## config.mk

```make
export PLATFORM = sky130hd
export DESIGN_NAME = elevator_call_queue
export DESIGN_NICKNAME = d
export VERILOG_FILES = /design/src/rtl/elevator_call_queue.sv
export SDC_FILE = /design/constraint.sdc
export NUM_CORES = 1
export LEC_CHECK = 0
export ABC_AREA = 1
export CORE_ASPECT_RATIO = 1.25
export CORE_MARGIN = 5
export CORE_UTILIZATION = 40
export CTS_CLUSTER_DIAMETER = 50
export DETAILED_ROUTE_END_ITERATION = 7
export PLACE_DENSITY = 0.57
export SYNTH_ARGS = -nofsm -noshare
export SYNTH_HDL_FRONTEND = slang
export SYNTH_SLANG_ARGS = --single-unit
```

## constraint.sdc

```tcl
create_clock -name CLOCK_50 -period 2.15 [get_ports CLOCK_50]
set_input_delay 0.43 -clock CLOCK_50 [delete_from_list [all_inputs] [get_ports CLOCK_50]]
set_output_delay 0.43 -clock CLOCK_50 [all_outputs]
set_load 0.05 [all_outputs]
```

## src/rtl/elevator_call_queue.sv

```systemverilog
// Floor-call front end: debounces KEY, latches calls, sweeps for the next target, offers it via valid/ready.
// Optional build macro CALL_CANCEL_EN: a repeat press on a pending, non-offered floor cancels that call.
module elevator_call_queue #(
    parameter int unsigned DEBOUNCE_CYCLES = 500000
) (
    input  logic       CLOCK_50,
    input  logic       reset,
    input  logic [3:0] KEY,
    input  logic [2:0] cur_floor,
    input  logic       arrived,
    output logic [2:0] req_floor,
    output logic       req_valid,
    input  logic       req_ready,
    output logic [3:0] pending,
    output logic       dir_up
);

    localparam int unsigned CNT_W = (DEBOUNCE_CYCLES > 1) ? $clog2(DEBOUNCE_CYCLES) : 1;
    localparam logic [CNT_W-1:0] CNT_LAST = CNT_W'(DEBOUNCE_CYCLES - 1);

    typedef enum logic [1:0] {IDLE, OFFER, BUSY} state_t;

    state_t           state, state_next;
    logic [3:0]       sync1, sync2, deb, press;
    logic [CNT_W-1:0] cnt [4];
    logic             floor_ok;
    logic [1:0]       cur_idx;
    logic [3:0]       clr_mask, set_mask, cancel_mask, pending_next;
    logic             found_up, found_dn;
    logic [1:0]       up_idx, dn_idx;
    logic [2:0]       floor_next;
    logic             dir_next;
`ifdef CALL_CANCEL_EN
    logic [3:0]       offer_mask;
`endif

    function automatic logic [2:0] idx_to_floor(input logic [1:0] idx);
        return {1'b0, idx} + 3'd1;
    endfunction

    // Debounce: a level is accepted on the DEBOUNCE_CYCLES-th consecutive differing sample.
    always_ff @(posedge CLOCK_50) begin
        if (reset) begin
            sync1 <= '1;
            sync2 <= '1;
            deb   <= '1;
            press <= '0;
            for (int unsigned i = 0; i < 4; i++) cnt[i] <= '0;
        end else begin
            sync1 <= KEY;
            sync2 <= sync1;
            for (int unsigned i = 0; i < 4; i++) begin
                press[i] <= 1'b0;
                if (sync2[i] == deb[i]) begin
                    cnt[i] <= '0;
                end else if (cnt[i] == CNT_LAST) begin
                    cnt[i]   <= '0;
                    deb[i]   <= sync2[i];
                    press[i] <= ~sync2[i];
                end else begin
                    cnt[i] <= cnt[i] + CNT_W'(1);
                end
            end
        end
    end

    always_comb begin
        floor_ok = (cur_floor >= 3'd1) && (cur_floor <= 3'd4);
        cur_idx  = floor_ok ? 2'(cur_floor - 3'd1) : 2'd0;
        clr_mask = '0;
        if (arrived && floor_ok) clr_mask[cur_idx] = 1'b1;
`ifdef CALL_CANCEL_EN
        offer_mask = '0;
        if (state != IDLE) offer_mask[2'(req_floor - 3'd1)] = 1'b1;
        set_mask    = press & ~pending;
        cancel_mask = press & pending & ~offer_mask;
`else
        set_mask    = press;
        cancel_mask = '0;
`endif
        // Clear from arrival is applied last so it wins over a same-cycle press.
        pending_next = ((pending | set_mask) & ~cancel_mask) & ~clr_mask;
    end

    always_comb begin
        found_up = 1'b0;
        found_dn = 1'b0;
        up_idx   = '0;
        dn_idx   = '0;
        for (int unsigned i = 0; i < 4; i++) begin
            if (pending[i] && (i > 32'(cur_idx)) && !found_up) begin
                found_up = 1'b1;
                up_idx   = 2'(i);
            end
            if (pending[i] && (i < 32'(cur_idx))) begin
                found_dn = 1'b1;
                dn_idx   = 2'(i);
            end
        end
    end

    always_comb begin
        state_next = state;
        floor_next = req_floor;
        dir_next   = dir_up;
        req_valid  = 1'b0;
        case (state)
            IDLE: begin
                if (pending != '0) begin
                    state_next = OFFER;
                    if (dir_up) begin
                        if (found_up) begin
                            floor_next = idx_to_floor(up_idx);
                        end else if (found_dn) begin
                            dir_next   = 1'b0;
                            floor_next = idx_to_floor(dn_idx);
                        end else begin
                            floor_next = idx_to_floor(cur_idx);
                        end
                    end else begin
                        if (found_dn) begin
                            floor_next = idx_to_floor(dn_idx);
                        end else if (found_up) begin
                            dir_next   = 1'b1;
                            floor_next = idx_to_floor(up_idx);
                        end else begin
                            floor_next = idx_to_floor(cur_idx);
                        end
                    end
                end
            end
            OFFER: begin
                req_valid = 1'b1;
                if (req_ready) state_next = BUSY;
            end
            BUSY: begin
                if (arrived) state_next = IDLE;
            end
            default: state_next = IDLE;
        endcase
    end

    always_ff @(posedge CLOCK_50) begin
        if (reset) begin
            state     <= IDLE;
            pending   <= '0;
            req_floor <= 3'd1;
            dir_up    <= 1'b1;
        end else begin
            state     <= state_next;
            pending   <= pending_next;
            req_floor <= floor_next;
            dir_up    <= dir_next;
        end
    end

endmodule

```

==> impl_metrics.json <==
{
  "drc": 0,
  "numPortBuffers": 19,
  "worst_pin_slew_ps": 504,
  "grt_pass1_wl_mm": 20.5,
  "synthToLayoutAreaGrowth_pct": 21.2,
  "htreeDepth": 3,
  "ff2ff_path_depth": 9,
  "cts_tree": "yes",
  "r2r_start": "cnt[0][1]",
  "drive_above_1_share": 0.152,
  "die_h_um": 145,
  "whs_path_depth": 1,
  "die_w_um": 118,
  "drt_iter0_markers": 253,
  "worst_slack_ps": 86.4,
  "finalSetupTns_ps": 0,
  "grt_overflow": 0,
  "path_buf_inv": 1,
  "fin_skew_ps": 8.58,
  "gp_congestion": 0.865,
  "final_max_slew_viol_count": 0,
  "end_kind": "output port",
  "worstHoldEndpoint": "sync2[1]",
  "worstHoldPathType": "register to register",
  "p_per_area_nw_per_um2": 583,
  "vias_per_cell": 4.74,
  "ys_seq_elements": 102,
  "synth.distinct_cells": 37,
  "synth_area_um2": 5820,
  "timing.rr.end": "cnt[0][10]",
  "path_cells": "clkdlybuf4s50_1",
  "cp_slowest_cell": "clkdlybuf4s50_1",
  "critPathTopFamily": "buffers and inverters",
  "drv_cap": 0,
  "worstPathRequired_ps": 1720,
  "cts_buffer_depth": 2,
  "critPathMaxStageDelay_ps": 850,
  "ios": 20,
  "initial_utilization": 0.406,
  "min_period_over_period": 0.960,
  "multiInputGateArea_um2": 2940,
  "netlist.area_leader.share": 0.392,
  "period_minus_slack_ps": 2060,
  "cts-root-buf": "clkbuf_16",
  "status": "complete, no violations",
  "layout_common_cells": "nand2_1 (136), inv_1 (97), nor2_1 (84)",
  "fmax_mhz": 485,
  "grt_usage": 0.144,
  "layout.cells.non_filler": 1007,
  "drtAntennaViolNets": 0,
  "rsz0062_at_grt": "false",
  "hold_viol": 0,
  "hold_slack_ps": 411,
  "ir_worst_vdd_uv": 425,
  "fillers": 1434,
  "synth_seq_area_share": 0.482,
  "hpwl_mm": 8.95,
  "cp_max_fo": 6,
  "dp_cells": 989,
  "syn_inst": 700,
  "final_common_cell": "nand2_1",
  "synth_area_leaders": "edfxtp_1 (39%), nand2_1 (9.2%), dfxtp_1 (8.9%), inv_1 (6.7%), nor2_1 (5.6%)",
  "path_clk_slew_ps": 70,
  "startpoint_type": "register",
  "rows": 49,
  "antenna_cells": 0,
  "hold_buffers": 0,
  "avgSynthCellArea_um2": 8.31,
  "final_util": 0.491,
  "r2r_setup_slack_ps": 210,
  "slew_headroom": 0.663,
  "wl_per_cell_um": 11.6,
  "p_leak_nw": 3.06,
  "dr.pass1.iters": 4,
  "min-delay-start": "sync1[1]",
  "die_area_um2": 17100,
  "yosys_warnings": 0,
  "seq_area_um2": 2800,
  "crit_type": "register to output port",
  "routed_wl_mm": 11.7,
  "synth_top_cell_by_area": "edfxtp_1",
  "num_vias": 4778,
  "first_global_vias": 4721,
  "worstPathArrival_ps": 1630,
  "grt_antenna_before_repair": 0,
  "grt_max_degree": 19,
  "clk-insertion-delay-late_ps": 350,
  "cts_sinks": 102,
  "dp_slack_ps": -444,
  "final_nets": 847,
  "design.core.area_um2": 14300,
  "finalSetupViolations": 0,
  "cts_buffers": 9
}
==> through the flow <==
stage          power [W]  instance area (um^2)
2_1_floorplan    0.00245                  6100
3_3_place_gp     0.00254                  6660
3_5_place_dp     0.00255                  6660
4_1_cts          0.00416                  6950
5_1_grt          0.00429                  7050
6_report         0.00411                  7050
==> worst max-delay path by stage <==
| stage | startpoint | endpoint | cells after the start |
|---|---|---|---|
| final | pending[2] | pending[2] | 1 |
| after global routing | pending[2] | pending[2] | 1 |
| after CTS | cur_floor[0] | req_floor[2] | 15 |
| after detailed placement | cur_floor[0] | req_floor[0] | 15 |
| after global placement | cur_floor[0] | req_floor[2] | 15 |
| after floorplan | cur_floor[1] | req_floor[1] | 15 |
==> timing repair <==
action	in CTS	in global routing
setup buffers	1	1
gates resized for setup	2	29
pin swaps	2	4
endpoints found under the setup margin	4	24
==> cell type report <==
class                           instances  share of cell area
Multi-Input combinational cell        560               0.417
Sequential cell                       102               0.398
Inverter                              107              0.0573
Timing Repair Buffer                   44              0.0568
Clock buffer                            9              0.0319
Tap cell                              178              0.0316
Clock inverter                          7             0.00763
==> cell usage after synthesis, drive strengths merged <==
library cell,count
xnor2,5
a31oi,2
edfxtp,76
or2,17
a21oi,37
o211ai,5
nor3,32
nand4,25
o31ai,1
nor4,9
conb,1
buf,5
nand3,40
clkbuf,1
inv,107
nand2,155
dfxtp,26
o21ai,9
nor4b,1
nor2,102
xor2,22
and3,1
nand3b,4
ha,12
nor3b,5
==> cell families after synthesis <==
family | after synthesis | share of synthesized area
other | 1 | 0.000645
AND/OR/NAND/NOR | 391 | 0.326
buffers and inverters | 113 | 0.0759
AO/OA/AOI/OAI | 54 | 0.0495
XOR/XNOR | 27 | 0.0406
adder cells (fa/ha/maj) | 12 | 0.0258
flip-flops | 102 | 0.482
==> where the power goes <==
group | switching, W | leakage, nW | internal [W]
clock network | 0.000780 | 0.141 | 0.000803
registers | 0.0000699 | 0.996 | 0.00218
logic | 0.000164 | 1.93 | 0.000112
==> sequential cells by signal, summed over array words and instances (netlist names), 2 cells and up <==
signal,flops
cnt,76
deb,4
pending,4
press,4
sync1,4
sync2,4
req_floor,3
state,2
==> metal layers <==
| layer | track usage | share of wire | vias to the layer above |
|---|---|---|---|
| met5 | 0 | 0 | - |
| met4 | 0.0658 | 0.023 | 0 |
| met3 | 0.0233 | 0.027 | 20 |
| met2 | 0.255 | 0.49 | 61 |
| met1 | 0.173 | 0.46 | 2212 |
| li1 | - | - | 2485 |
(Power assumes the default switching activity.)
